## src/rtl/avalon_crypto_regfile.sv

```systemverilog
// avalon_crypto_regfile
//   Avalon-MM slave register file in front of a block-cipher core.
//   Holds key and message words, fires a one-cycle start pulse to the core,
//   captures the core result on a rising CORE_DONE, and reports sticky
//   DONE / protection / timeout status with a level interrupt.
//
// Ports
//   CLK, RESET_N            clock, asynchronous active-low reset
//   AVL_READ/WRITE/CS       Avalon-MM strobes (chip select gates both)
//   AVL_BYTE_EN             per-byte write enables
//   AVL_ADDR                word address
//   AVL_WRITEDATA           write data
//   AVL_READDATA            read data, registered (read latency 1)
//   CORE_START              one-cycle start pulse to the core
//   CORE_KEY, CORE_MSG      key / message to the core, word 0 in the MSBs
//   CORE_DONE               core completion (rising edge is used)
//   CORE_RESULT             core output, word 0 in the MSBs
//   IRQ                     registered DONE & IRQ_EN
//   EXPORT_DATA             result word 0 (LED conduit)
//
// Address map (WORDS = W): 0..W-1 KEY, W..2W-1 MSG, 2W..3W-1 RESULT (RO),
//   2**ADDR_W-2 CTRL {IRQ_EN, START}, 2**ADDR_W-1 STATUS {ERR_TMO, ERR_PROT, BUSY, DONE}.
module avalon_crypto_regfile #(
  parameter int DATA_W  = 32,
  parameter int WORDS   = 4,
  parameter int ADDR_W  = 4,
  parameter int TIMEOUT = 0
) (
  input  logic                      CLK,
  input  logic                      RESET_N,
  input  logic                      AVL_READ,
  input  logic                      AVL_WRITE,
  input  logic                      AVL_CS,
  input  logic [DATA_W/8-1:0]       AVL_BYTE_EN,
  input  logic [ADDR_W-1:0]         AVL_ADDR,
  input  logic [DATA_W-1:0]         AVL_WRITEDATA,
  output logic [DATA_W-1:0]         AVL_READDATA,
  output logic                      CORE_START,
  output logic [WORDS*DATA_W-1:0]   CORE_KEY,
  output logic [WORDS*DATA_W-1:0]   CORE_MSG,
  input  logic                      CORE_DONE,
  input  logic [WORDS*DATA_W-1:0]   CORE_RESULT,
  output logic                      IRQ,
  output logic [DATA_W-1:0]         EXPORT_DATA
);

  localparam int BE_W  = DATA_W / 8;
  localparam int CNT_W = (TIMEOUT > 1) ? $clog2(TIMEOUT + 1) : 1;
  localparam logic [CNT_W-1:0]  TMO_LIM  = CNT_W'(TIMEOUT);
  localparam logic [ADDR_W-1:0] A_CTRL   = {{(ADDR_W-1){1'b1}}, 1'b0};
  localparam logic [ADDR_W-1:0] A_STATUS = {ADDR_W{1'b1}};

  typedef enum logic [1:0] {ST_IDLE, ST_START, ST_BUSY} state_t;

  state_t state_q, state_d;

  logic [DATA_W-1:0] key_q [WORDS];
  logic [DATA_W-1:0] msg_q [WORDS];
  logic [DATA_W-1:0] res_q [WORDS];
  logic [DATA_W-1:0] rdata_q, rd_mux;
  logic [CNT_W-1:0]  tmo_cnt_q;
  logic              irq_en_q, done_q, err_prot_q, err_tmo_q, irq_q, done_prev_q;

  logic wr, rd, busy, ctrl_sel, status_sel, kmsg_sel;
  logic start_req, prot_hit, core_rise, complete, tmo_hit;

  function automatic logic [DATA_W-1:0] merge_bytes(input logic [DATA_W-1:0] old,
                                                   input logic [DATA_W-1:0] wdata,
                                                   input logic [BE_W-1:0]   be);
    logic [DATA_W-1:0] m;
    m = old;
    for (int b = 0; b < BE_W; b++)
      if (be[b]) m[b*8 +: 8] = wdata[b*8 +: 8];
    return m;
  endfunction

  assign wr         = AVL_WRITE & AVL_CS;
  assign rd         = AVL_READ & AVL_CS;
  assign busy       = (state_q != ST_IDLE);
  assign ctrl_sel   = (AVL_ADDR == A_CTRL);
  assign status_sel = (AVL_ADDR == A_STATUS);
  assign kmsg_sel   = (AVL_ADDR < ADDR_W'(2 * WORDS));

  // A START request is only honoured from IDLE; while running it counts as a
  // protection violation along with any KEY/MSG write.
  assign start_req = wr & ctrl_sel & AVL_BYTE_EN[0] & AVL_WRITEDATA[0] & ~busy;
  assign prot_hit  = wr & busy & (kmsg_sel | (ctrl_sel & AVL_BYTE_EN[0] & AVL_WRITEDATA[0]));

  // Edge detect: a CORE_DONE left high from an earlier run never completes a new one.
  assign core_rise = CORE_DONE & ~done_prev_q;
  assign complete  = (state_q == ST_BUSY) & core_rise;
  assign tmo_hit   = (TIMEOUT != 0) && (state_q == ST_BUSY) && !core_rise &&
                     ((tmo_cnt_q + CNT_W'(1)) == TMO_LIM);

  always_ff @(posedge CLK or negedge RESET_N) begin
    if (!RESET_N) state_q <= ST_IDLE;
    else          state_q <= state_d;
  end

  always_comb begin
    state_d = state_q;
    case (state_q)
      ST_IDLE:  if (start_req) state_d = ST_START;
      ST_START: state_d = ST_BUSY;
      ST_BUSY:  if (complete || tmo_hit) state_d = ST_IDLE;
      default:  state_d = ST_IDLE;
    endcase
  end

  always_ff @(posedge CLK or negedge RESET_N) begin
    if (!RESET_N) begin
      for (int i = 0; i < WORDS; i++) begin
        key_q[i] <= '0;
        msg_q[i] <= '0;
      end
    end else if (wr && !busy) begin
      for (int i = 0; i < WORDS; i++) begin
        if (AVL_ADDR == ADDR_W'(i))
          key_q[i] <= merge_bytes(key_q[i], AVL_WRITEDATA, AVL_BYTE_EN);
        if (AVL_ADDR == ADDR_W'(WORDS + i))
          msg_q[i] <= merge_bytes(msg_q[i], AVL_WRITEDATA, AVL_BYTE_EN);
      end
    end
  end

  always_ff @(posedge CLK or negedge RESET_N) begin
    if (!RESET_N) begin
      for (int i = 0; i < WORDS; i++) res_q[i] <= '0;
    end else if (complete) begin
      for (int i = 0; i < WORDS; i++)
        res_q[i] <= CORE_RESULT[(WORDS-i)*DATA_W-1 -: DATA_W];
    end
  end

  // Status and control. For the sticky bits a same-cycle set beats the W1C.
  always_ff @(posedge CLK or negedge RESET_N) begin
    if (!RESET_N) begin
      irq_en_q    <= 1'b0;
      done_q      <= 1'b0;
      err_prot_q  <= 1'b0;
      err_tmo_q   <= 1'b0;
      irq_q       <= 1'b0;
      done_prev_q <= 1'b0;
      tmo_cnt_q   <= '0;
    end else begin
      done_prev_q <= CORE_DONE;
      irq_q       <= done_q & irq_en_q;

      if (wr && ctrl_sel && AVL_BYTE_EN[0]) irq_en_q <= AVL_WRITEDATA[1];

      if (start_req)                                                 done_q <= 1'b0;
      else if (complete)                                             done_q <= 1'b1;
      else if (wr && status_sel && AVL_BYTE_EN[0] && AVL_WRITEDATA[0]) done_q <= 1'b0;

      if (prot_hit)                                                  err_prot_q <= 1'b1;
      else if (wr && status_sel && AVL_BYTE_EN[0] && AVL_WRITEDATA[2]) err_prot_q <= 1'b0;

      if (tmo_hit)                                                   err_tmo_q <= 1'b1;
      else if (wr && status_sel && AVL_BYTE_EN[0] && AVL_WRITEDATA[3]) err_tmo_q <= 1'b0;

      if (state_q == ST_START)     tmo_cnt_q <= '0;
      else if (state_q == ST_BUSY) tmo_cnt_q <= tmo_cnt_q + CNT_W'(1);
    end
  end

  // Read mux sees pre-write register values, so a same-cycle read/write of
  // one address returns the old contents.
  always_comb begin
    rd_mux = '0;
    for (int i = 0; i < WORDS; i++) begin
      if (AVL_ADDR == ADDR_W'(i))             rd_mux = key_q[i];
      if (AVL_ADDR == ADDR_W'(WORDS + i))     rd_mux = msg_q[i];
      if (AVL_ADDR == ADDR_W'(2 * WORDS + i)) rd_mux = res_q[i];
    end
    if (ctrl_sel)   rd_mux[1]   = irq_en_q;
    if (status_sel) rd_mux[3:0] = {err_tmo_q, err_prot_q, busy, done_q};
  end

  always_ff @(posedge CLK or negedge RESET_N) begin
    if (!RESET_N) rdata_q <= '0;
    else          rdata_q <= rd ? rd_mux : '0;
  end

  for (genvar g = 0; g < WORDS; g++) begin : g_pack
    assign CORE_KEY[(WORDS-g)*DATA_W-1 -: DATA_W] = key_q[g];
    assign CORE_MSG[(WORDS-g)*DATA_W-1 -: DATA_W] = msg_q[g];
  end

  // Decoded straight from the state so reset removes the pulse immediately.
  assign CORE_START   = (state_q == ST_START);
  assign IRQ          = irq_q;
  assign AVL_READDATA = rdata_q;
  assign EXPORT_DATA  = res_q[0];

endmodule

```

## config.mk

```make
export PLATFORM = sky130hd
export DESIGN_NAME = avalon_crypto_regfile
export DESIGN_NICKNAME = d
export VERILOG_FILES = /design/src/rtl/avalon_crypto_regfile.sv
export SDC_FILE = /design/constraint.sdc
export NUM_CORES = 1
export LEC_CHECK = 0
export BUFFER_PORTS_ARGS = -buffer_cell sky130_fd_sc_hd__buf_2
export CAP_MARGIN = 5
export CORE_ASPECT_RATIO = 0.75
export CORE_MARGIN = 1.5
export CORE_UTILIZATION = 35
export DETAILED_ROUTE_END_ITERATION = 7
export HOLD_SLACK_MARGIN = 0.05
export SYNTH_ARGS = -nofsm -noshare
export SYNTH_HDL_FRONTEND = slang
export SYNTH_SLANG_ARGS = --single-unit
export TNS_END_PERCENT = 20
```

## constraint.sdc

```tcl
create_clock -name CLK -period 3.6 [get_ports CLK]
set_input_delay 0.36 -clock CLK [delete_from_list [all_inputs] [get_ports CLK]]
set_output_delay 0.36 -clock CLK [all_outputs]
set_load 0.02 [all_outputs]
```

# Word-level counts from Yosys, hierarchy flattened
# Cells that the tools add are included.
# Widths: inputs -> output; s select.
dict set report classes {
  n_lt_le_gt_ge 1
  n_eq_ne 17
  n_mux 23
  bitwise 16
  reduce_logical 46
}
# operator n
set op_table {}
lappend op_table {{$mux 32} 13}
lappend op_table {{$reduce_and 3->1} 32}
lappend op_table {{$eq 4x4->1 const B} 6}
lappend op_table {{$eq 4x3->1 const B} 4}
lappend op_table {{$and 1x1->1} 13}
lappend op_table {{$eq 4x2->1 const B} 2}
lappend op_table {{$logic_and 1x1->1} 7}
lappend op_table {{$mux 1} 6}
lappend op_table {{$pmux 2 s3} 1}
lappend op_table {{$eq 4x1->1 const B} 1}
lappend op_table {{$logic_not 4->1} 1}
lappend op_table {{$lt 4x4->1 const B} 1}
lappend op_table {{$mux 2} 2}
lappend op_table {{$mux 4} 1}
lappend op_table {{$ne 2x2->1 const B} 2}
lappend op_table {{$reduce_bool 2->1} 2}
lappend op_table {{$reduce_bool 3->1} 1}
lappend op_table {{$eq 2x1->1 const B} 1}
lappend op_table {{$eq 2x2->1 const B} 1}
lappend op_table {{$logic_not 2->1} 1}
lappend op_table {{$not 1->1} 2}
lappend op_table {{$reduce_and 2->1} 1}
lappend op_table {{$logic_not 1->1} 1}
lappend op_table {{$or 1x1->1} 1}
dict set report totals {
  regBits 423
  input_bits 174
  output_inout_bits 322
}

# Depth between registers and ports, before layout
dict set report depth {
  word_depth 16
  ltp_mapped 8
  mapped_depth_nobuf 4
}

# Worst setup path before layout
# No wires, ideal clock.
dict set report synth_path {
  kind {input to register}
  start {input port AVL_ADDR[0]}
  end {register key_q, in the netlist CORE_KEY[16]}
  t_arrival_ns 1.599
  required_time_ns 3.472
  path_slack_ns 1.874
  path_stages 6
  path_buffers 2
  path_cell_list {buf_2 buf_2 nand2_2 nor3_4 nand2_2 mux2_1}
}
dict set report synth_via {
  elab_chain_len 2
}
# item line
set synth_rtl {}
lappend synth_rtl {{start: declaration} 35} ;# input logic [ADDR_W-1:0] AVL_ADDR,
lappend synth_rtl {{$eq 4x2->1} 118} ;# if (AVL_ADDR == ADDR_W'(i))
lappend synth_rtl {{$reduce_and 3->1 (no source line)} --}
lappend synth_rtl {{end signal: indexed assignment} 119} ;# key_q[i] <= merge_bytes(key_q[i], AVL_WRITEDATA, AVL_BYTE_EN);
lappend synth_rtl {{end: declaration} 57} ;# logic [DATA_W-1:0] key_q [WORDS];
# Every way passes these cells.
# A chain may end at the register's enable or synchronous reset.

# Worst setup path after layout
dict set report layout_path {
  start {register state_q[1]}
  end {register key_q, in the netlist CORE_KEY[51]}
}
dict set report layout_via {
  elab_chain_len 4
}
# item line
set layout_rtl {}
lappend layout_rtl {{start: declaration} 55} ;# state_t state_q, state_d;
lappend layout_rtl {{start signal: assignment} 97} ;# else state_q <= state_d;
lappend layout_rtl {{$reduce_bool 2->1} 79} ;# assign busy = (state_q != ST_IDLE);
lappend layout_rtl {{$logic_not 1->1} 116} ;# end else if (wr && !busy) begin
lappend layout_rtl {{$logic_and 1x1->1} 116}
lappend layout_rtl {{$reduce_and 3->1 (no source line)} --}
# Every way passes these cells.

==> results_dict.tcl <==
set metrics [dict create \
    cts_max_level 2 \
    synthCells 1650 \
    die-area_um2 58500 \
    cp-start-kind "flop" \
    port-buffer-count 495 \
    worst-path-max-fanout 8 \
    grt_max_degree 124 \
    pwr_density_cell_nw_per_um2 516 \
    clock_insertion_delay_worst_skew_ps 570 \
    finalCritPeriodShare 0.713 \
    gp_congestion 0.867 \
    grt_setup_unrepaired "false" \
    post_cts_resized 0 \
    fin_worst_hold_slack_ps 87.5 \
    max-slew-margin-rel 0.221 \
    die_w_um 279 \
    p_sw_frac 0.305 \
    synth.cell_area_um2 20000 \
    netlist.area_leader.share 0.530 \
    netSwitchingPower_mw 4.05 \
    tritoncts_clock_tree "done" \
    drive_gt1_frac 0.445 \
    tritoncts.num_buffers 47 \
    share_of_synthesized_registers_carrying_an_async_set_or_reset 1.00 \
    timing.fmax_ghz 0.389 \
    timing.critical_path.arrival_ps 3020 \
    intPower_mw 9.24 \
    clock_pin_slew_reported_for_the_worst_setup_and_hold_paths_after_clock_tree_synthesis_ps 60 \
    finalNonFillerCells 2973 \
    static-leakage-power_nw 12.8 \
    worst-slew-pin-transition_ps 1170 \
    tns_ps 0 \
    mappedNetlistNets 1824 \
    num-nets-final 2380 \
    grt_pass1_wl_um 114000 \
    dp.final_hpwl_um 53000 \
    max_cap_violations 0 \
    wire_length_the_detailed_router_placed_on_met1_um 34700 \
    initial_cell_density_of_the_core 0.356 \
    dp_slack_ps 627 \
    dp_cells 2760 \
    postPlaceCellArea_um2 22900 \
    boundaryPins 496 \
    die_height_um 210 \
    floorplan.core_area_um2 56100 \
    clock_tree.root_cell "sky130_fd_sc_hd__clkbuf_16" \
    synth-edff-count 0 \
    drt.antenna.violating_nets 0 \
    timing_hold_violations_final 0 \
    synth_sequential_area_ratio 0.530 \
    global_route.usage.total 0.263 \
    dr_total_vias 16435 \
    grt_pass1_vias 16523 \
    clockBufferDepth 3 \
    layout-area-overhead-vs-synth_pct 29.0 \
    final_design_instance_area_without_fill_um2 25800 \
    synth.ff_latch_count 423 \
    wl_met3_um 5830 \
    yosys.cell_count.top_type "sky130_fd_sc_hd__dfrtp_1" \
    drt_drc_violations_left 0 \
    remaining_global_route_overflow 0 \
    max-vdd-ir-drop_uv 321 \
    top_ff_cell_synth "sky130_fd_sc_hd__dfrtp_1" \
    avgRoutedWirePerCell_um 26.4 \
    worst_setup_skew_after_layout_ps 10.6 \
    seq_power_share 0.437 \
    initialDrtViolationCount 1437 \
    fin_ws_ps 1030 \
    hold_path.class "in2reg" \
    run_status "finished, final reports clean" \
    syn_area_per_cell_um2 12.1 \
    p_clk_frac 0.366 \
    crit_type "reg2reg" \
    drv_slew 0 \
    synth_cell_type_count 62 \
    antenna_found_initial 6 \
    route.met2.wl_um 36000 \
    setup_viol 0 \
    first_pass_iters 5 \
    numClockSinks 423 \
    top_layer_used "met5" \
    critPathCaptureType "flop" \
    required_ps 4050 \
    synth.area.top_cells "sky130_fd_sc_hd__dfrtp_1 53%, sky130_fd_sc_hd__mux2_2 20%, sky130_fd_sc_hd__mux2i_1 2.2%, sky130_fd_sc_hd__a21oi_1 1.8%, sky130_fd_sc_hd__a211oi_1 1.7%" \
    synth.yosys.warnings 0 \
    synth_top_cells_by_count "423 x sky130_fd_sc_hd__dfrtp_1, 355 x sky130_fd_sc_hd__mux2_2, 82 x sky130_fd_sc_hd__nand2_1" \
    detail_route.vias_per_cell 5.53 \
    fin_crit_ps 2570 \
    num_rows 75 \
    comb_power_share 0.197 \
    synth_top_cell_by_area "sky130_fd_sc_hd__dfrtp_1" \
    detail_route.wirelength_um 78500 \
]
## cells in the final DEF (no fill, tap or decap), types with 5 or more instances in the layout
cell	count
sky130_fd_sc_hd__mux2_1	6
sky130_fd_sc_hd__nand2_1	81
sky130_fd_sc_hd__clkinv_2	5
sky130_fd_sc_hd__mux2_2	355
sky130_fd_sc_hd__buf_4	25
sky130_fd_sc_hd__a221oi_1	6
sky130_fd_sc_hd__clkbuf_1	10
sky130_fd_sc_hd__nand3b_1	27
sky130_fd_sc_hd__o32ai_1	11
sky130_fd_sc_hd__dfrtp_1	423
sky130_fd_sc_hd__mux2i_1	44
sky130_fd_sc_hd__o21ai_0	58
sky130_fd_sc_hd__inv_1	35
sky130_fd_sc_hd__and2_1	6
sky130_fd_sc_hd__nor2b_1	26
sky130_fd_sc_hd__o22ai_1	29
sky130_fd_sc_hd__buf_2	490
sky130_fd_sc_hd__a211oi_1	45
sky130_fd_sc_hd__nand2b_1	30
sky130_fd_sc_hd__o211ai_1	6
sky130_fd_sc_hd__dlygate4sd3_1	128
sky130_fd_sc_hd__clkbuf_16	49
sky130_fd_sc_hd__diode_2	6
sky130_fd_sc_hd__a221oi_2	20
sky130_fd_sc_hd__buf_12	6
sky130_fd_sc_hd__a22oi_1	9
sky130_fd_sc_hd__o2bb2ai_1	5
sky130_fd_sc_hd__nor3_1	53
sky130_fd_sc_hd__clkbuf_8	9
sky130_fd_sc_hd__nand3_1	6
sky130_fd_sc_hd__nor2_1	55
sky130_fd_sc_hd__a21oi_1	73
sky130_fd_sc_hd__o221ai_1	27
sky130_fd_sc_hd__nand2_2	10
## registers in the layout, indices dropped and copies added (netlist names)
signal,flops
CORE_MSG,128
CORE_KEY,128
res_q,96
IRQ,1
state_q,2
AVL_READDATA,32
err_prot_q,1
done_q,1
irq_en_q,1
done_prev_q,1
EXPORT_DATA,32
## layout make-up
type	instances	area, µm²
repair buffers	652	4080
inverters	36	135
multi-input cells	1046	8510
clock inverters	11	138
clock buffers	68	1390
flip-flops and latches	423	10600
diodes	6	15.0
fillers	5195	30400
well taps	731	915
## timing repair
item                                   CTS  global route
hold buffers                           128             0
buffers inserted                         0             0
endpoints found under the hold margin  202             0
## logic make-up (layout without fill, tap and decap cells)
group           count (synthesis)  in the layout  share of synthesized area
buf+inv                       181            767                     0.0454
simple gates                  326            326                     0.0870
flops                         423            423                      0.530
mux                           405            405                      0.226
compound gates                315            315                      0.112
other cells                     0              6                          0
## metrics by stage
stage | utilization | power [mW]
2_1_floorplan | - | 7.24
3_3_place_gp | 0.409 | 8.34
3_5_place_dp | 0.409 | 8.39
4_1_cts | 0.459 | 13.4
5_1_grt | 0.459 | 13.8
6_report | 0.459 | 13.3
## power by group through the flow
stage / Combinational (mW) / Sequential, mW / Clock [mW]
floorplan: 1.02 / 6.22 / 0
global placement: 2.48 / 5.86 / 0
detailed placement: 2.51 / 5.88 / 0
CTS: 2.63 / 5.80 / 4.95
global route: 2.79 / 5.87 / 5.13
finish: 2.62 / 5.81 / 4.86
## worst paths after layout
check	start	endpoint	slack [ps]	cells past startpoint
max	state_q[1]	CORE_KEY[51]	1030	4
min	CORE_RESULT[59]	res_q[59]	90	2
max reg2reg	state_q[1]	CORE_KEY[51]	1030	4
min reg2reg	err_prot_q	err_prot_q	480	1
max in group asynchronous	RESET_N	EXPORT_DATA[10]	2200	3
min in group asynchronous	RESET_N	CORE_KEY[122]	410	2
## routing by layer
| layer | GRT usage | vias up |
|---|---|---|
| met5 | 0 | - |
| met4 | 0.0737 | 4 |
| met3 | 0.0563 | 139 |
| met2 | 0.413 | 742 |
| met1 | 0.365 | 8429 |
| li1 | - | 7121 |
## worst max-delay path: stages (launching register included)
cell	delay, ps
sky130_fd_sc_hd__dfrtp_1	410
sky130_fd_sc_hd__and4bb_2	500
sky130_fd_sc_hd__and2_1	360
sky130_fd_sc_hd__nand3_1	650
sky130_fd_sc_hd__mux2_2	520
(Power assumes the default switching activity.)
